**src/rtl/hazard_forward_ctrl_pkg.sv**
```systemverilog
// Shared types for the EX-stage forwarding / load-use / flush controller.
package hazard_forward_ctrl_pkg;

   localparam int unsigned RD_MAX_W = 8;

   typedef enum logic [1:0] {
      FWD_REG = 2'd0,
      FWD_ALU = 2'd1,
      FWD_WB  = 2'd2
   } forward_mux_code_e;

   typedef logic [1:0] hazard_state_t;
   localparam hazard_state_t RUN        = 2'd0;
   localparam hazard_state_t LOAD_STALL = 2'd1;
   localparam hazard_state_t FLUSH      = 2'd2;

   // Register addresses are zero-extended to RD_MAX_W inside the shadow pipeline.
   typedef struct packed {
      logic                valid;
      logic [RD_MAX_W-1:0] rd;
      logic                reg_write;
      logic                is_load;
   } shadow_slot_t;

   // A valid, writing producer of a non-x0 register that equals rs.
   function automatic logic slot_match(shadow_slot_t s, logic [RD_MAX_W-1:0] rs);
      return s.valid && s.reg_write && (s.rd != '0) && (s.rd == rs);
   endfunction

endpackage

```
**src/rtl/hazard_forward_ctrl_if.sv**
```systemverilog
// Decode/EX-side signal bundle of the hazard controller.
interface hazard_forward_ctrl_if #(
   parameter int unsigned REG_ADDR_W = 5,
   parameter int unsigned CNT_W      = 32
);
   import hazard_forward_ctrl_pkg::*;

   logic                  id_valid_ip;
   logic [REG_ADDR_W-1:0] id_rs1_addr_ip;
   logic                  id_rs1_used_ip;
   logic [REG_ADDR_W-1:0] id_rs2_addr_ip;
   logic                  id_rs2_used_ip;
   logic [REG_ADDR_W-1:0] id_rd_addr_ip;
   logic                  id_reg_write_ip;
   logic                  id_is_load_ip;
   logic                  ex_redirect_ip;
   forward_mux_code_e     fa_mux_op;
   forward_mux_code_e     fb_mux_op;
   logic                  stall_if_op;
   logic                  stall_id_op;
   logic                  bubble_ex_op;
   logic                  flush_if_op;
   logic                  flush_id_op;
   logic [CNT_W-1:0]      stall_count_op;
   logic [CNT_W-1:0]      flush_count_op;

   modport master (
      output id_valid_ip, id_rs1_addr_ip, id_rs1_used_ip, id_rs2_addr_ip, id_rs2_used_ip,
             id_rd_addr_ip, id_reg_write_ip, id_is_load_ip, ex_redirect_ip,
      input  fa_mux_op, fb_mux_op, stall_if_op, stall_id_op, bubble_ex_op,
             flush_if_op, flush_id_op, stall_count_op, flush_count_op
   );

   modport slave (
      input  id_valid_ip, id_rs1_addr_ip, id_rs1_used_ip, id_rs2_addr_ip, id_rs2_used_ip,
             id_rd_addr_ip, id_reg_write_ip, id_is_load_ip, ex_redirect_ip,
      output fa_mux_op, fb_mux_op, stall_if_op, stall_id_op, bubble_ex_op,
             flush_if_op, flush_id_op, stall_count_op, flush_count_op
   );

endinterface

```
**src/rtl/hazard_forward_ctrl_sat_counter.sv**
```systemverilog
// Saturating event counter for hazard performance statistics.
module hazard_sat_counter #(
   parameter int unsigned CNT_W = 32
) (
   input  logic             clock,
   input  logic             reset,
   input  logic             inc,
   output logic [CNT_W-1:0] count
);

   always_ff @(posedge clock or posedge reset) begin
      if (reset) begin
         count <= '0;
      end else if (inc && (count != '1)) begin
         count <= count + CNT_W'(1);
      end
   end

endmodule

```
**src/rtl/hazard_forward_ctrl.sv**
```systemverilog
// Forward-select, load-use stall and redirect-flush controller beside decode,
// tracking in-flight producers in a shadow ID/EX -> EX/MEM pipeline.
module hazard_forward_ctrl
   import hazard_forward_ctrl_pkg::*;
#(
   parameter int unsigned REG_ADDR_W  = 5,
   parameter int unsigned FLUSH_DEPTH = 2,
   parameter int unsigned CNT_W       = 32
) (
   input logic                  clock,
   input logic                  reset,
   hazard_forward_ctrl_if.slave bus
);

   localparam int unsigned FC_W = (FLUSH_DEPTH > 1) ? $clog2(FLUSH_DEPTH) : 1;

   hazard_state_t     state_q, state_d;
   logic [FC_W-1:0]   fcnt_q, fcnt_d;
   shadow_slot_t      ex_q, ex_d, mem_q;
   forward_mux_code_e fa_q, fa_d, fb_q, fb_d;

   logic [REG_ADDR_W-1:0] rs1_a, rs2_a, rd_a;
   logic [RD_MAX_W-1:0]   rs1, rs2;
   logic                  redirect_c, flush_c, ld_hit, load_use_c;
   logic [CNT_W-1:0]      stall_cnt, flush_cnt;

   // Youngest non-load producer forwards from ALU; older producer from writeback.
   function automatic forward_mux_code_e fwd_sel(logic used, logic [RD_MAX_W-1:0] rs,
                                                 shadow_slot_t ex_s, shadow_slot_t mem_s);
      if (used && slot_match(ex_s, rs) && !ex_s.is_load) return FWD_ALU;
      if (used && slot_match(mem_s, rs))                 return FWD_WB;
      return FWD_REG;
   endfunction

   assign rs1_a = bus.id_rs1_addr_ip;
   assign rs2_a = bus.id_rs2_addr_ip;
   assign rd_a  = bus.id_rd_addr_ip;

   always_comb begin
      rs1        = RD_MAX_W'(rs1_a);
      rs2        = RD_MAX_W'(rs2_a);
      redirect_c = !reset && bus.ex_redirect_ip && (state_q != FLUSH);
      flush_c    = !reset && (redirect_c || (state_q == FLUSH));
      ld_hit     = (bus.id_rs1_used_ip && slot_match(ex_q, rs1)) ||
                   (bus.id_rs2_used_ip && slot_match(ex_q, rs2));
      load_use_c = !reset && bus.id_valid_ip && ex_q.is_load && ld_hit && !flush_c;

      state_d = state_q;
      fcnt_d  = fcnt_q;
      case (state_q)
         RUN, LOAD_STALL: begin
            if (redirect_c) begin
               if (FLUSH_DEPTH > 1) begin
                  state_d = FLUSH;
                  fcnt_d  = FC_W'(FLUSH_DEPTH - 1);
               end else begin
                  state_d = RUN;
               end
            end else if (load_use_c) begin
               state_d = LOAD_STALL;
            end else begin
               state_d = RUN;
            end
         end
         FLUSH: begin
            if (fcnt_q <= FC_W'(1)) begin
               state_d = RUN;
               fcnt_d  = '0;
            end else begin
               fcnt_d = fcnt_q - FC_W'(1);
            end
         end
         default: begin
            state_d = RUN;
            fcnt_d  = '0;
         end
      endcase

      // Stalled or squashed decode enters EX as a bubble with register operands.
      ex_d = '0;
      fa_d = FWD_REG;
      fb_d = FWD_REG;
      if (bus.id_valid_ip && !load_use_c && !flush_c) begin
         ex_d.valid     = 1'b1;
         ex_d.rd        = RD_MAX_W'(rd_a);
         ex_d.reg_write = bus.id_reg_write_ip;
         ex_d.is_load   = bus.id_is_load_ip;
         fa_d           = fwd_sel(bus.id_rs1_used_ip, rs1, ex_q, mem_q);
         fb_d           = fwd_sel(bus.id_rs2_used_ip, rs2, ex_q, mem_q);
      end
   end

   always_ff @(posedge clock or posedge reset) begin
      if (reset) begin
         state_q <= RUN;
         fcnt_q  <= '0;
         ex_q    <= '0;
         mem_q   <= '0;
         fa_q    <= FWD_REG;
         fb_q    <= FWD_REG;
      end else begin
         state_q <= state_d;
         fcnt_q  <= fcnt_d;
         ex_q    <= ex_d;
         mem_q   <= ex_q;
         fa_q    <= fa_d;
         fb_q    <= fb_d;
      end
   end

   hazard_sat_counter #(.CNT_W(CNT_W)) u_stall_cnt (
      .clock (clock),
      .reset (reset),
      .inc   (load_use_c),
      .count (stall_cnt)
   );

   hazard_sat_counter #(.CNT_W(CNT_W)) u_flush_cnt (
      .clock (clock),
      .reset (reset),
      .inc   (redirect_c),
      .count (flush_cnt)
   );

   assign bus.fa_mux_op      = fa_q;
   assign bus.fb_mux_op      = fb_q;
   assign bus.stall_if_op    = load_use_c;
   assign bus.stall_id_op    = load_use_c;
   assign bus.bubble_ex_op   = load_use_c || redirect_c;
   assign bus.flush_if_op    = flush_c;
   assign bus.flush_id_op    = flush_c;
   assign bus.stall_count_op = stall_cnt;
   assign bus.flush_count_op = flush_cnt;

endmodule

```
**src/flat_wrapper.sv**
```systemverilog
// flat-port wrapper written by rule: the top's interface ports become plain ports
module hazard_forward_ctrl_flat import hazard_forward_ctrl_pkg::*;
#(
   parameter int unsigned REG_ADDR_W  = 5,
   parameter int unsigned FLUSH_DEPTH = 2,
   parameter int unsigned CNT_W       = 32
)
  (clock, reset, bus_id_valid_ip, bus_id_rs1_addr_ip, bus_id_rs1_used_ip, bus_id_rs2_addr_ip, bus_id_rs2_used_ip, bus_id_rd_addr_ip, bus_id_reg_write_ip, bus_id_is_load_ip, bus_ex_redirect_ip, bus_fa_mux_op, bus_fb_mux_op, bus_stall_if_op, bus_stall_id_op, bus_bubble_ex_op, bus_flush_if_op, bus_flush_id_op, bus_stall_count_op, bus_flush_count_op);
  hazard_forward_ctrl_if #(.REG_ADDR_W(REG_ADDR_W), .CNT_W(CNT_W)) bus_i ();
  input logic clock;
  input logic reset;
  input wire logic [$bits(bus_i.id_valid_ip)-1:0] bus_id_valid_ip;
  input wire logic [$bits(bus_i.id_rs1_addr_ip)-1:0] bus_id_rs1_addr_ip;
  input wire logic [$bits(bus_i.id_rs1_used_ip)-1:0] bus_id_rs1_used_ip;
  input wire logic [$bits(bus_i.id_rs2_addr_ip)-1:0] bus_id_rs2_addr_ip;
  input wire logic [$bits(bus_i.id_rs2_used_ip)-1:0] bus_id_rs2_used_ip;
  input wire logic [$bits(bus_i.id_rd_addr_ip)-1:0] bus_id_rd_addr_ip;
  input wire logic [$bits(bus_i.id_reg_write_ip)-1:0] bus_id_reg_write_ip;
  input wire logic [$bits(bus_i.id_is_load_ip)-1:0] bus_id_is_load_ip;
  input wire logic [$bits(bus_i.ex_redirect_ip)-1:0] bus_ex_redirect_ip;
  output wire logic [$bits(bus_i.fa_mux_op)-1:0] bus_fa_mux_op;
  output wire logic [$bits(bus_i.fb_mux_op)-1:0] bus_fb_mux_op;
  output wire logic [$bits(bus_i.stall_if_op)-1:0] bus_stall_if_op;
  output wire logic [$bits(bus_i.stall_id_op)-1:0] bus_stall_id_op;
  output wire logic [$bits(bus_i.bubble_ex_op)-1:0] bus_bubble_ex_op;
  output wire logic [$bits(bus_i.flush_if_op)-1:0] bus_flush_if_op;
  output wire logic [$bits(bus_i.flush_id_op)-1:0] bus_flush_id_op;
  output wire logic [$bits(bus_i.stall_count_op)-1:0] bus_stall_count_op;
  output wire logic [$bits(bus_i.flush_count_op)-1:0] bus_flush_count_op;
  assign bus_i.id_valid_ip = bus_id_valid_ip;
  assign bus_i.id_rs1_addr_ip = bus_id_rs1_addr_ip;
  assign bus_i.id_rs1_used_ip = bus_id_rs1_used_ip;
  assign bus_i.id_rs2_addr_ip = bus_id_rs2_addr_ip;
  assign bus_i.id_rs2_used_ip = bus_id_rs2_used_ip;
  assign bus_i.id_rd_addr_ip = bus_id_rd_addr_ip;
  assign bus_i.id_reg_write_ip = bus_id_reg_write_ip;
  assign bus_i.id_is_load_ip = bus_id_is_load_ip;
  assign bus_i.ex_redirect_ip = bus_ex_redirect_ip;
  assign bus_fa_mux_op = bus_i.fa_mux_op;
  assign bus_fb_mux_op = bus_i.fb_mux_op;
  assign bus_stall_if_op = bus_i.stall_if_op;
  assign bus_stall_id_op = bus_i.stall_id_op;
  assign bus_bubble_ex_op = bus_i.bubble_ex_op;
  assign bus_flush_if_op = bus_i.flush_if_op;
  assign bus_flush_id_op = bus_i.flush_id_op;
  assign bus_stall_count_op = bus_i.stall_count_op;
  assign bus_flush_count_op = bus_i.flush_count_op;
  hazard_forward_ctrl #(.REG_ADDR_W(REG_ADDR_W), .FLUSH_DEPTH(FLUSH_DEPTH), .CNT_W(CNT_W)) u_core (.clock(clock), .reset(reset), .bus(bus_i));
endmodule
```
**config.mk**
```make
export PLATFORM = sky130hd
export DESIGN_NAME = hazard_forward_ctrl_flat
export DESIGN_NICKNAME = d
export VERILOG_FILES = /design/src/rtl/hazard_forward_ctrl_pkg.sv /design/src/rtl/hazard_forward_ctrl_if.sv /design/src/rtl/hazard_forward_ctrl_sat_counter.sv /design/src/rtl/hazard_forward_ctrl.sv /design/src/flat_wrapper.sv
export SDC_FILE = /design/constraint.sdc
export NUM_CORES = 1
export LEC_CHECK = 0
export CAP_MARGIN = 20
export CELL_PAD_IN_SITES_DETAIL_PLACEMENT = 0
export CELL_PAD_IN_SITES_GLOBAL_PLACEMENT = 1
export CORE_MARGIN = 4
export CORE_UTILIZATION = 40
export DETAILED_ROUTE_END_ITERATION = 12
export PLACE_DENSITY = 0.79
export REMOVE_ABC_BUFFERS = 1
export SLEW_MARGIN = 20
export SYNTH_ARGS = -nofsm -noshare
export SYNTH_HDL_FRONTEND = slang
export SYNTH_HIERARCHICAL = 1
export SYNTH_SLANG_ARGS = --single-unit
```
**constraint.sdc**
```tcl
create_clock -name clock -period 4.5 [get_ports clock]
set_input_delay 0.675 -clock clock [delete_from_list [all_inputs] [get_ports clock]]
set_output_delay 0.675 -clock clock [all_outputs]
set_load 0.02 [all_outputs]
```
---- Yosys cells after proc, flatten, opt, wreduce, memory -nomap -nowiden ----
Index checks and enable logic that the tools add are counted.
storage, ports and cells
  flip-flop bits (word level) ............. 92
  latch bits .............................. 0
  bits in writable memories ............... 0
  memory bits (read-only) ................. 0
  input port bits ......................... 23
  memories kept ........................... 0
cells by class
  add/sub/neg operators ................... 3
  $mul .................................... 0
  div/mod/pow operators ................... 0
  order comparisons ....................... 1
  equality and inequality tests ........... 11
  shift-type cells ........................ 0
  mux-type cells .......................... 28
  bitwise operators ....................... 0
  reductions and logical operators ........ 36
operator list
  operator                                                number
  adder 32 x 1 -> 32 bit (second input constant)          2
  inequality test 32 bit (second input constant)          2
  == test 8 x 5 -> 1 bit                                  4
  logical AND 1 bit                                       25
  2-to-1 mux 2 bit                                        12
  nonzero test 8 bit                                      2
  2-to-1 mux 1 bit                                        13
  2-to-1 mux 11 bit                                       1
  zero test 1 bit                                         4
  inequality test 2 bit (second input constant)           2
  one-hot mux 2 bit (2 select lines)                      1
  logical OR 1 bit                                        3
  == test 2 x 1 -> 1 bit (second input constant)          1
  == test 2 bit (second input constant)                   1
  zero test 2 bit                                         1
  inequality test 2 x 1 -> 1 bit (second input constant)  1
  one-hot mux 1 bit (2 select lines)                      1
  OR reduction 2 bit                                      1
  <= comparator 1 bit (second input constant)             1
  subtractor 1 bit (second input constant)                1

---- Longest topological paths before layout ----
Gate-level depths: netlist (run 1).
  depth in word-level cells ............... 16
  mapped depth ............................ 11

---- By module ----
The synthesis (run 1) kept the hierarchy.
by module, submodules not included
  module               instances  cells an instance  area an instance (um2)
  hazard_sat_counter   2          139                1,561.5
  hazard_forward_ctrl  1          88                 1,021.0

---- Least setup slack after synthesis (run 1) ----
OpenSTA, ideal clock, no wires.
  path type ............................... in2reg
  from .................................... input reset
  to ...................................... register u_core.u_stall_cnt.count[21]
  library setup time ...................... 0.130 ns
  arrival ................................. 3.566 ns
  setup slack ............................. 0.804 ns
  stages on the path ...................... 11
  path buffers ............................ 1
  path through ............................ inv_1 -> o21ai_2 -> or3b_1 -> or3_1 -> inv_1 -> clkbuf_2 -> nand3_1 -> or4_4 -> a311oi_4 -> nand4_1 -> xnor2_1
on the way
  word-level cells in the longest chain between the ends .. 8
  elaborated cells on any way between the ends .. 11
ends and longest elaborated chain
  what                             line                                                                             RTL
  from (decl)                      flat_wrapper.sv:11                                                               input logic reset;
  zero test 1 bit *                hazard_forward_ctrl.sv:42, hazard_forward_ctrl.sv:43, hazard_forward_ctrl.sv:46
  logical AND 1 bit (2 in series)  hazard_forward_ctrl.sv:42                                                        redirect_c = !reset && bus.ex_redirect_ip && (state_q != FLUSH);
  logical OR 1 bit                 hazard_forward_ctrl.sv:43                                                        flush_c = !reset && (redirect_c || (state_q == FLUSH));
  logical AND 1 bit                hazard_forward_ctrl.sv:43
  zero test 1 bit                  hazard_forward_ctrl.sv:46                                                        load_use_c = !reset && bus.id_valid_ip && ex_q.is_load && ld_hit && !flush_c;
  logical AND 1 bit *              hazard_forward_ctrl.sv:46
  named net bus_stall_id_op        flat_wrapper.sv:24                                                               output wire logic [$bits(bus_i.stall_id_op)-1:0] bus_stall_id_op;
  logical AND 1 bit *              hazard_forward_ctrl_sat_counter.sv:14                                            end else if (inc && (count != '1)) begin
  to (signal assigned)             hazard_forward_ctrl_sat_counter.sv:15                                            count <= count + CNT_W'(1);
  to (decl)                        hazard_forward_ctrl_sat_counter.sv:8                                             output logic [CNT_W-1:0] count
The timed path passes the listed nets; every way through them passes the cells marked *.
A chain may end at the register's enable or synchronous reset.

---- Worst setup path after layout (run 1) ----
  from .................................... input bus_id_rs2_addr_ip[3]
  to ...................................... output bus_stall_if_op
on the way
  word-level cells in the longest chain between the ends .. 6
ends and longest elaborated chain
  what                             line                           RTL
  from (decl)                      flat_wrapper.sv:15             input wire logic [$bits(bus_i.id_rs2_addr_ip)-1:0] bus_id_rs2_addr_ip;
  == test 8 x 5 -> 1 bit           hazard_forward_ctrl_pkg.sv:27  return s.valid && s.reg_write && (s.rd != '0) && (s.rd == rs);
  logical AND 1 bit                hazard_forward_ctrl_pkg.sv:27
  logical AND 1 bit                hazard_forward_ctrl.sv:45      (bus.id_rs2_used_ip && slot_match(ex_q, rs2));
  logical OR 1 bit                 hazard_forward_ctrl.sv:44      ld_hit = (bus.id_rs1_used_ip && slot_match(ex_q, rs1)) ||
  logical AND 1 bit (2 in series)  hazard_forward_ctrl.sv:46
  to (decl)                        flat_wrapper.sv:23             output wire logic [$bits(bus_i.stall_if_op)-1:0] bus_stall_if_op;
No other way between the ends.

==> results.txt, run 1 <==
----------------------------------------------------
[Pwr]
  Internal Pwr Total ... 1.15 mW
  Combinational share of power ... 13.6%
  Share of total power consumed by net switching ... 26.4%
  Power Density ... 288 nW/um^2
  Relative contribution of sequential cells to total power ... 53.8%
  P_leak ... 2.29 nW
  Power share of the clock group ... 32.5%
  Psw ... 0.414 mW
  Worst IR Drop VDD ... 0.224 mV

[Synthesis]
  Synthesized instance count ... 366
  Cell taking the most area after synthesis ... sky130_fd_sc_hd__dfrtp_1
  Async set-or-reset flop fraction in the synthesized netlist ... 100%
  Post-synthesis area per instance ... 11.3 sq um
  Sequential element share of the synthesized area ... 51.3%
  Share of the synthesized area in the top cell type ... 51.3%
  Summed instance area of the synthesized netlist ... 4140 sq um
  Number of enable flip-flop cells after synthesis ... 0
  Post-synthesis sequential element count ... 85
  Number of distinct library cells after synthesis ... 43
  Total of warnings raised by yosys ... 6
  Most used flip-flop cell after synthesis ... sky130_fd_sc_hd__dfrtp_1
  Cell types with the largest area share after synthesis ... sky130_fd_sc_hd__dfrtp_1 51%, sky130_fd_sc_hd__xnor2_1 12%, sky130_fd_sc_hd__nand3_1 5.7%

[Critical path]
  Path depth of the worst reg2reg path ... 11
  Critical Path Most Common Cell ... sky130_fd_sc_hd__clkdlybuf4s50_1
  Register-to-register setup slack ... 1.28 ns
  Crit-path leading delay family ... buffers and inverters
  Critical path required time ... 3.83 ns
  Crit path depth ... 8
  Data arrival time at the worst-slack endpoint ... 3.14 ns
  Max FO, Critical Path ... 9
  Nature of the critical path endpoint ... output pin
  Endpoint of the lowest-slack register-to-register path ... u_core/u_stall_cnt/count[26]$_DFFE_PP0P_
  Kind of start point of the critical path ... primary input
  CP cell instances ... clkdlybuf4s50_1 > xor2_1 > nor4_4 > a32oi_1 > or3_1 > inv_1 > buf_4 > clkdlybuf4s50_1
  Critical Path Sink ... bus_stall_if_op
  Critical setup path kind ... in -> out
  Delay of the slowest cell on the worst path ... 0.63 ns
  Standard cell with the maximum stage delay on the critical path ... sky130_fd_sc_hd__clkdlybuf4s50_1
  Buf/Inv on CP ... 4
  Startpoint of the most critical setup path ... bus_id_rs2_addr_ip[3]
  Worst R2R Start ... u_core/ex_q[5]$_DFF_PP0_

[Place]
  Routability-driven placement congestion ratio ... 0.843
  Worst slack after detailed placement ... 0.577 ns
  HPWL after DPL ... 7020 microns
  DP Area ... 5260 sq um
  Number of buffer cells added on primary ports ... 95

[Final layout]
  Share of layout cells above drive strength 1 ... 8.67%
  Number of inserted diodes ... 0
  Commonest non-fill, non-tap cell in the layout ... sky130_fd_sc_hd__clkdlybuf4s50_1
  Commonest cells after routing, fill and taps aside ... 95 x sky130_fd_sc_hd__clkdlybuf4s50_1, 85 x sky130_fd_sc_hd__dfrtp_1, 56 x sky130_fd_sc_hd__xnor2_1
  Final design area excluding fillers ... 5440 sq um
  Filler cell count ... 897
  Area Growth Syn to Fin ... 31.3%
  Post-layout nets ... 494

[Drt]
  Routed vias ... 3114
  Total iterations of the first detailed-routing run ... 4
  Number of violations reported at the end of detailed-routing iteration 0 ... 147
  Final wirelength ... 9370 microns
  Antenna viol nets, final ... 0
  Routed wirelength normalized by instance count ... 15.5 microns
  Ratio of routed vias to standard cells ... 5.14
  Detailed-route DRC error count ... 0

[STA]
  Final critical-path share of the clock period ... 84.7%
  Smallest setup slack after layout ... 0.689 ns
  Maximum clock skew at final layout ... 0.0107 ns
  Timing-limited maximum frequency ... 262 MHz
  Slew Limit Headroom ... 41.3%
  Total setup violations reported at the end of the flow ... 0
  Slew of the pin with the lowest slew margin ... 0.875 ns
  Setup TNS after final layout ... 0 ns
  Min cycle time layout ... 3.81 ns
  Final hold violations ... 0
  RSZ-0062 raised after global routing ... false
  Number of max-slew violations in the final report ... 0

[Run status]
  Outcome ... complete, no violations

[Floorplan]
  Die Area ... 12100 sq um
  Initial core utilization ... 41.8%
  Std cell rows ... 36
  Top-level I/O count ... 96
  Die outline height ... 110 microns
  Total core area ... 9910 sq um
  Die span in x ... 110 microns

[Worst hold path]
  Type of the tightest min-delay check ... reg -> reg

[GRT]
  Number of antenna violations at the first check in global routing ... 0
  Residual overflow from global routing ... 0
  GRT Resource Usage Total ... 16.6%
  Via count of the first global-routing pass ... 3165
  Global-route wire length before repair ... 15700 microns
  Pin count of the biggest net entering global routing ... 33

[CTS]
  Num CTS Buffers ... 9
  Number of instances resized during post-cts repair ... 0
  Number of buffers on the longest clock path ... 2
  Clock network latency to the later pin of the worst-skew pair ... 0.35 ns
  CTS hold repair buffers ... 0
  CTS Root Buffer Type ... sky130_fd_sc_hd__clkbuf_8
  Number of levels in the clock H-tree ... 3
  CTS clk-pin slew, worst paths ... 0.08 ns
  Setup fix buffers added after clock tree synthesis ... 0
  Clock tree from TritonCTS ... built
  Total number of clock tree sinks ... 85

[Flow run]
  Max-cap violation count ... 0

----------------------------------------------------
==> flip-flops by register name (all words and copies together) (netlist names) <==
name and count:
u_core/state_q 2, u_core/bus.fb_mux_op 2, u_core/mem_q 7, u_core/bus.fa_mux_op 2, u_core/u_stall_cnt/count 32, u_core/ex_q 8
u_core/u_flush_cnt/count 32
==> cells in the mapped netlist (2+ instances only) <==
master / n
sky130_fd_sc_hd__a31oi_1: 4
sky130_fd_sc_hd__nand2_2: 2
sky130_fd_sc_hd__and4_1: 2
sky130_fd_sc_hd__xnor2_1: 56
sky130_fd_sc_hd__inv_1: 11
sky130_fd_sc_hd__or4_4: 2
sky130_fd_sc_hd__dfrtp_1: 85
sky130_fd_sc_hd__a311oi_4: 2
sky130_fd_sc_hd__or3_1: 4
sky130_fd_sc_hd__buf_4: 2
sky130_fd_sc_hd__nor3_1: 4
sky130_fd_sc_hd__a211oi_1: 2
sky130_fd_sc_hd__nor4_1: 4
sky130_fd_sc_hd__ha_1: 2
sky130_fd_sc_hd__nor4_4: 3
sky130_fd_sc_hd__and4_2: 2
sky130_fd_sc_hd__nor2_1: 10
sky130_fd_sc_hd__clkbuf_2: 2
sky130_fd_sc_hd__nand2_1: 17
sky130_fd_sc_hd__and2_1: 8
sky130_fd_sc_hd__mux2_2: 2
sky130_fd_sc_hd__a41oi_1: 4
sky130_fd_sc_hd__nand4_2: 2
sky130_fd_sc_hd__clkbuf_1: 4
sky130_fd_sc_hd__xor2_1: 20
sky130_fd_sc_hd__nand4_1: 20
sky130_fd_sc_hd__o21ai_0: 2
sky130_fd_sc_hd__nand3_1: 47
sky130_fd_sc_hd__a2111oi_4: 2
sky130_fd_sc_hd__and3_1: 20
sky130_fd_sc_hd__mux2i_1: 2
sky130_fd_sc_hd__or4_1: 2
sky130_fd_sc_hd__a21oi_1: 5
==> metrics by stage <==
stage | instances | util (%) | power (mW) | hold slack [ns]
2_1_floorplan | 358 | - | 0.963 | 0.371
3_3_place_gp | 591 | 53.1 | 1.07 | 0.378
3_5_place_dp | 591 | 53.1 | 1.07 | 0.380
4_1_cts | 606 | 54.9 | 1.59 | 0.396
5_1_grt | 606 | 54.9 | 1.65 | 0.405
6_report | 606 | 54.9 | 1.57 | 0.396
==> layout make-up <==
class	instances	area [sq um]	area share, %
sequential	85	2130	39.1
multi-input combinational	262	1940	35.6
inverter	11	41.3	0.759
tap	133	166	3.06
timing repair buffer	100	988	18.2
clock buffer	10	128	2.35
clock inverter	5	52.6	0.966
==> worst register-to-register path, cell delays in order (launching register included) <==
cell and delay, ns:
sky130_fd_sc_hd__dfrtp_1 0.44, sky130_fd_sc_hd__xor2_1 0.21, sky130_fd_sc_hd__nor4_4 0.30, sky130_fd_sc_hd__a32oi_1 0.17, sky130_fd_sc_hd__or3_1 0.45, sky130_fd_sc_hd__inv_1 0.10, sky130_fd_sc_hd__buf_4 0.16, sky130_fd_sc_hd__nand2_1 0.06
sky130_fd_sc_hd__or3_1 0.39, sky130_fd_sc_hd__a2111oi_4 0.49, sky130_fd_sc_hd__nand4_1 0.18, sky130_fd_sc_hd__xnor2_1 0.17
==> kinds of logic (layout without fill, tap and decap cells) <==
family                   after synthesis  after routing  share of synthesized area (%)
flip-flops                            85             85                           51.3
AND/OR/NAND/NOR                      153            153                           22.2
XOR/XNOR                              76             76                           16.1
buffers and inverters                 19            126                           1.96
AO/OA/AOI/OAI                         27             27                           6.79
adder cells (fa/ha/maj)                2              2                          0.604
multiplexers                           4              4                           1.03
==> worst min-delay path by stage <==
| stage | startpoint | end | slack [ns] | depth (start not counted) |
|---|---|---|---|---|
| floorplan | u_core/ex_q[10]$_DFF_PP0_ | u_core/mem_q[10]$_DFF_PP0_ | 0.37 | 0 |
| global placement | u_core/ex_q[10]$_DFF_PP0_ | u_core/mem_q[10]$_DFF_PP0_ | 0.38 | 0 |
| detailed placement | u_core/ex_q[1]$_DFF_PP0_ | u_core/mem_q[1]$_DFF_PP0_ | 0.38 | 0 |
| CTS | u_core/ex_q[1]$_DFF_PP0_ | u_core/mem_q[1]$_DFF_PP0_ | 0.40 | 0 |
| global route | u_core/ex_q[1]$_DFF_PP0_ | u_core/mem_q[1]$_DFF_PP0_ | 0.41 | 0 |
| finish | u_core/ex_q[1]$_DFF_PP0_ | u_core/mem_q[1]$_DFF_PP0_ | 0.40 | 0 |
==> power by group through the flow <==
stage               clock (mW)  combinational [mW]  sequential, mW
finish                   0.510               0.213           0.843
floorplan                    0              0.0870           0.876
global route             0.567               0.235           0.850
global placement             0               0.213           0.857
CTS                      0.531               0.217           0.843
detailed placement           0               0.216           0.857
==> metal layers <==
layer | track usage, % | vias up | wire (microns) | part of all wire [%]
li1 | - | 1512 | - | -
met1 | 23.2 | 1515 | 4460 | 48
met2 | 26.2 | 76 | 4370 | 47
met3 | 3.76 | 11 | 438 | 4.7
met4 | 4.36 | 0 | 92 | 0.98
met5 | 0 | - | 0 | 0
No activity file was read; power rests on OpenSTA's default activity.
==> inputs of run 2 (changes only) <==
--- a/config.mk
+++ b/config.mk
@@ -9,9 +9,9 @@
 export CELL_PAD_IN_SITES_DETAIL_PLACEMENT = 0
 export CELL_PAD_IN_SITES_GLOBAL_PLACEMENT = 1
 export CORE_MARGIN = 4
-export CORE_UTILIZATION = 40
+export CORE_UTILIZATION = 39
 export DETAILED_ROUTE_END_ITERATION = 12
-export PLACE_DENSITY = 0.79
+export PLACE_DENSITY = 0.78
 export REMOVE_ABC_BUFFERS = 1
 export SLEW_MARGIN = 20
 export SYNTH_ARGS = -nofsm -noshare
==> constraint.sdc (replaced) <==
create_clock -name clock -period 3.7 [get_ports clock]
set_input_delay 0.555 -clock clock [delete_from_list [all_inputs] [get_ports clock]]
set_output_delay 0.555 -clock clock [all_outputs]
set_load 0.02 [all_outputs]
==> results.txt, run 2 (synthesized netlist as in run 1, its figures left out) <==
----------------------------------------------------
[GRT]
  GRT Resource Usage Total ... 15.6%
  Residual overflow from global routing ... 0
  Number of antenna violations at the first check in global routing ... 0
  Pin count of the biggest net entering global routing ... 33
  Via count of the first global-routing pass ... 3197
  Global-route wire length before repair ... 16100 microns

[CTS]
  Number of buffers on the longest clock path ... 2
  Number of levels in the clock H-tree ... 3
  Setup fix buffers added after clock tree synthesis ... 0
  Number of instances resized during post-cts repair ... 0
  Clock tree from TritonCTS ... built
  Clock network latency to the later pin of the worst-skew pair ... 0.34 ns
  Num CTS Buffers ... 9
  CTS clk-pin slew, worst paths ... 0.09 ns
  CTS Root Buffer Type ... sky130_fd_sc_hd__clkbuf_8
  CTS hold repair buffers ... 0
  Total number of clock tree sinks ... 85

[Critical path]
  Nature of the critical path endpoint ... output pin
  Critical setup path kind ... in -> out
  Critical Path Most Common Cell ... sky130_fd_sc_hd__clkdlybuf4s50_1
  Delay of the slowest cell on the worst path ... 0.63 ns
  Data arrival time at the worst-slack endpoint ... 2.95 ns
  Standard cell with the maximum stage delay on the critical path ... sky130_fd_sc_hd__clkdlybuf4s50_1
  Startpoint of the most critical setup path ... bus_id_rs2_addr_ip[3]
  Kind of start point of the critical path ... primary input
  CP cell instances ... clkdlybuf4s50_1 > xor2_1 > nor4_4 > a32oi_1 > or3_1 > buf_4 > o21ai_1 > clkdlybuf4s50_1
  Worst R2R Start ... u_core/ex_q[5]$_DFF_PP0_
  Max FO, Critical Path ... 2
  Critical path required time ... 3.14 ns

[Final layout]
  Number of standard cells in the layout, taps in and fillers out ... 615
  Number of inserted diodes ... 0
  Filler cell count ... 916
  Post-layout nets ... 499
  Commonest non-fill, non-tap cell in the layout ... sky130_fd_sc_hd__clkdlybuf4s50_1
  Area Growth Syn to Fin ... 33.4%
  Share of layout cells above drive strength 1 ... 9.60%
  Commonest cells after routing, fill and taps aside ... 95 x sky130_fd_sc_hd__clkdlybuf4s50_1, 85 x sky130_fd_sc_hd__dfrtp_1, 56 x sky130_fd_sc_hd__xnor2_1
  Registers with the most flip-flops ... u_core/u_flush_cnt/count x32, u_core/u_stall_cnt/count x32, u_core/ex_q x8

[STA]
  Number of max-slew violations in the final report ... 0
  Final hold violations ... 0
  Slew Limit Headroom ... 55.0%
  Slew of the pin with the lowest slew margin ... 0.673 ns
  Worst Hold Margin ... 0.404 ns
  RSZ-0062 raised after global routing ... false
  Min cycle time layout ... 3.51 ns
  Maximum clock skew at final layout ... 0.00635 ns
  Timing-limited maximum frequency ... 285 MHz
  Final critical-path share of the clock period ... 94.8%
  Total setup violations reported at the end of the flow ... 0

[Drt]
  Ratio of routed vias to standard cells ... 5.16
  Total iterations of the first detailed-routing run ... 4
  Routed wirelength normalized by instance count ... 15.5 microns
  Final wirelength ... 9540 microns
  Antenna viol nets, final ... 0
  Number of violations reported at the end of detailed-routing iteration 0 ... 101
  Detailed-route DRC error count ... 0
  Routed vias ... 3176

[Flow run]
  Max-cap violation count ... 0

[Floorplan]
  Die Area ... 12300 sq um
  Top-level I/O count ... 96
  Total core area ... 10300 sq um
  Std cell rows ... 37
  Initial core utilization ... 40.1%
  Die span in x ... 111 microns
  Die outline height ... 111 microns

[Place]
  HPWL after DPL ... 7110 microns
  Cell count after placement ... 599
  Routability-driven placement congestion ratio ... 0.868
  Number of buffer cells added on primary ports ... 95

[Pwr]
  Worst IR Drop VDD ... 0.589 mV
  P_leak ... 2.32 nW
  Power Density ... 362 nW/um^2

[Worst hold path]
  Worst hold path startpoint ... u_core/ex_q[1]$_DFF_PP0_
  Type of the tightest min-delay check ... reg -> reg

[Run status]
  Outcome ... complete, no violations

----------------------------------------------------
==> run 2: cell types whose count changed in the layout (fill, tap and decap cells not counted), sizes merged <==
cell,previous run,this run
inv,11,12
bufinv,1,2
clkbuf,10,11
buf,5,10
clkinv,3,0
clkinvlp,1,2
==> run 2: critical path, delay by kind of cell <==
| family | cells | cell delay, ns |
|---|---|---|
| simple gates | 2 | 0.72 |
| compound gates | 2 | 0.23 |
| xor+xnor | 1 | 0.19 |
| buf+inv | 3 | 1.25 |
==> run 2: final timing paths <==
kind	to	slack [ns]	cells past startpoint
max	bus_bubble_ex_op	0.19	8
min	u_core/mem_q[1]$_DFF_PP0_	0.40	0
max reg2reg	u_core/u_stall_cnt/count[25]$_DFFE_PP0P_	0.59	11
min reg2reg	u_core/mem_q[1]$_DFF_PP0_	0.40	0
max in group asynchronous	u_core/u_flush_cnt/count[2]$_DFFE_PP0P_	2.62	4
min in group asynchronous	u_core/state_q[0]$_DFF_PP0_	0.64	3
==> run 2: final cells by class <==
cell class,instances,area (sq um),share of cell area [%]
well taps,136,170,3.08
repair buffers,105,1040,18.8
clock buffers,11,131,2.38
multi-input cells,262,1940,35.0
flip-flops and latches,85,2130,38.5
clock inverters,5,83.8,1.52
inverters,11,41.3,0.747
==> run 2: routing by layer <==
metal | GRT usage [%] | vias to the layer above | wire length, microns
met1 | 21.5 | 1569 | 4450
met5 | 0 | - | 0
li1 | - | 1531 | -
met3 | 2.95 | 8 | 391
met2 | 25.4 | 68 | 4620
met4 | 3.89 | 0 | 82
==> run 2: report_power, final <==
group	leakage, nW	internal (mW)	switching (mW)
clock	0.100	0.384	0.336
sequential	1.16	0.967	0.0562
combinational	1.06	0.130	0.129
==> run 2: stage by stage <==
step / cell area [sq um] / power, mW / TNS, ns / setup WS, ns / utilization (%)
after CTS: 5530 / 2.03 / 0 / 0.178 / 53.5
after global placement: 5310 / 1.30 / 0 / 0.0801 / 51.5
after global routing: 5530 / 2.09 / 0 / 0.109 / 53.5
final: 5530 / 2.00 / 0 / 0.191 / 53.5
after floorplan: 4100 / 1.17 / 0 / 0.0598 / -
after detailed placement: 5310 / 1.30 / -0.00213 / -0.00213 / 51.5
==> inputs of run 3 (changes only) <==
--- a/config.mk
+++ b/config.mk
@@ -11,7 +11,7 @@
 export CORE_MARGIN = 4
 export CORE_UTILIZATION = 39
 export DETAILED_ROUTE_END_ITERATION = 12
-export PLACE_DENSITY = 0.78
+export PLACE_DENSITY_LB_ADDON = 0.1
 export REMOVE_ABC_BUFFERS = 1
 export SLEW_MARGIN = 20
 export SYNTH_ARGS = -nofsm -noshare
==> results.txt, run 3 (synthesized netlist as in run 1, its figures left out) <==
----------------------------------------------------
[Pwr]
  Worst IR Drop VDD ... 0.252 mV
  Total power ... 1.90 mW
  Power Density ... 347 nW/um^2
  P_leak ... 2.31 nW

[Critical path]
  Nature of the critical path endpoint ... output pin
  Critical setup path kind ... in -> out
  Worst R2R Start ... u_core/ex_q[5]$_DFF_PP0_
  Endpoint of the lowest-slack register-to-register path ... u_core/u_stall_cnt/count[26]$_DFFE_PP0P_
  Standard cell with the maximum stage delay on the critical path ... sky130_fd_sc_hd__clkdlybuf4s50_1
  Data arrival time at the worst-slack endpoint ... 2.98 ns
  Kind of start point of the critical path ... primary input
  Critical path required time ... 3.14 ns
  Max FO, Critical Path ... 8
  Critical Path Most Common Cell ... sky130_fd_sc_hd__clkdlybuf4s50_1
  Register-to-register setup slack ... 0.59 ns
  Delay of the slowest cell on the worst path ... 0.61 ns
  CP cell instances ... clkdlybuf4s50_1 > xor2_1 > nor4_4 > a32oi_1 > or3_1 > inv_1 > buf_4 > clkdlybuf4s50_1
  Path depth of the worst reg2reg path ... 10

[STA]
  Total setup violations reported at the end of the flow ... 0
  Slew of the pin with the lowest slew margin ... 0.771 ns
  Slew Limit Headroom ... 48.6%
  Maximum clock skew at final layout ... 0.0100 ns
  Min cycle time layout ... 3.54 ns
  RSZ-0062 raised after global routing ... false
  Number of max-slew violations in the final report ... 0
  Final hold violations ... 0
  Setup TNS after final layout ... 0 ns
  Worst Hold Margin ... 0.398 ns
  Timing-limited maximum frequency ... 283 MHz
  Final critical-path share of the clock period ... 95.7%

[Final layout]
  Commonest cells after routing, fill and taps aside ... 95 x sky130_fd_sc_hd__clkdlybuf4s50_1, 85 x sky130_fd_sc_hd__dfrtp_1, 56 x sky130_fd_sc_hd__xnor2_1
  Commonest non-fill, non-tap cell in the layout ... sky130_fd_sc_hd__clkdlybuf4s50_1
  Number of standard cells in the layout, taps in and fillers out ... 614
  Post-layout nets ... 499
  Filler cell count ... 958
  Share of layout cells above drive strength 1 ... 9.41%
  Number of inserted diodes ... 0
  Area Growth Syn to Fin ... 32.6%
  Registers with the most flip-flops ... u_core/u_flush_cnt/count x32, u_core/u_stall_cnt/count x32, u_core/ex_q x8
  Final design area excluding fillers ... 5490 sq um

[Floorplan]
  Total core area ... 10300 sq um
  Top-level I/O count ... 96
  Die span in x ... 111 microns
  Die outline height ... 111 microns
  Std cell rows ... 37
  Die Area ... 12300 sq um
  Initial core utilization ... 40.1%

[Worst hold path]
  Type of the tightest min-delay check ... reg -> reg
  Worst hold path stage count ... 0
  Worst Hold Endpoint ... u_core/mem_q[1]$_DFF_PP0_
  Worst hold path startpoint ... u_core/ex_q[1]$_DFF_PP0_

[CTS]
  CTS hold repair buffers ... 0
  CTS Root Buffer Type ... sky130_fd_sc_hd__clkbuf_8
  Clock network latency to the later pin of the worst-skew pair ... 0.34 ns
  Setup fix buffers added after clock tree synthesis ... 0
  Number of instances resized during post-cts repair ... 0
  Number of levels in the clock H-tree ... 3
  Num CTS Buffers ... 9
  Number of buffers on the longest clock path ... 2
  Clock tree from TritonCTS ... built
  CTS clk-pin slew, worst paths ... 0.08 ns
  Total number of clock tree sinks ... 85

[GRT]
  Via count of the first global-routing pass ... 3313
  Global-route wire length before repair ... 16300 microns
  Number of antenna violations at the first check in global routing ... 0
  GRT Resource Usage Total ... 15.8%
  Residual overflow from global routing ... 0
  Pin count of the biggest net entering global routing ... 33

[Place]
  HPWL after DPL ... 6910 microns
  DP Area ... 5310 sq um
  Number of buffer cells added on primary ports ... 95
  Routability-driven placement congestion ratio ... 0.824
  Cell count after placement ... 599

[Drt]
  Detailed-route DRC error count ... 0
  Number of violations reported at the end of detailed-routing iteration 0 ... 75
  Total iterations of the first detailed-routing run ... 4
  Final wirelength ... 9360 microns
  Routed vias ... 3183
  Antenna viol nets, final ... 0
  Routed wirelength normalized by instance count ... 15.2 microns
  Ratio of routed vias to standard cells ... 5.18

[Run status]
  Outcome ... complete, no violations

[Flow run]
  Max-cap violation count ... 0

----------------------------------------------------
run 3: cell types whose count changed in the layout (fill, tap and decap cells not counted):
cell,change
sky130_fd_sc_hd__bufinv_16,-1
sky130_fd_sc_hd__clkinv_2,+1
sky130_fd_sc_hd__inv_6,-1
run 3: metrics by stage:
step	setup WS (ns)	util, %
CTS	0.143	53.2
floorplan	0.0598	-
global placement	0.0878	51.5
global route	0.0141	53.2
finish	0.161	53.2
detailed placement	0.0167	51.5
run 3: power by group:
group	total [mW]	internal [mW]	switching (mW)
combinational	0.257	0.130	0.128
clock	0.626	0.308	0.318
sequential	1.02	0.967	0.0534
run 3: layout make-up:
cell class,count,area [sq um],share of cell area (%)
multi-input cells,262,1940,35.2
clock buffers,11,131,2.39
repair buffers,105,1040,18.9
clock inverters,4,50.0,0.911
flip-flops and latches,85,2130,38.7
well taps,136,170,3.10
inverters,11,41.3,0.752
run 3: how the worst max path moves through the flow:
stage / cells past startpoint / from / end
finish: 8 / bus_id_rs2_addr_ip[3] / bus_stall_id_op
global placement: 11 / bus_id_rs2_addr_ip[3] / u_core/u_stall_cnt/count[26]$_DFFE_PP0P_
global route: 8 / bus_id_rs2_addr_ip[3] / bus_stall_id_op
floorplan: 10 / reset / u_core/u_stall_cnt/count[31]$_DFFE_PP0P_
detailed placement: 11 / bus_id_rs2_addr_ip[3] / u_core/u_stall_cnt/count[26]$_DFFE_PP0P_
CTS: 8 / bus_id_rs2_addr_ip[3] / bus_stall_id_op
run 3: routing by layer:
metal	share of wire (%)	track usage, %	up-vias
met4	1.8	5.19	0
met2	46	24.7	72
met3	4.2	2.95	15
met1	48	22.3	1571
li1	-	-	1525
met5	0	0	-
run 3: critical path: cells and delay by family:
kind / cells / cell delay (ns)
AO/OA/AOI/OAI: 1 / 0.17
XOR/XNOR: 1 / 0.19
buffers and inverters: 4 / 1.34
AND/OR/NAND/NOR: 2 / 0.73
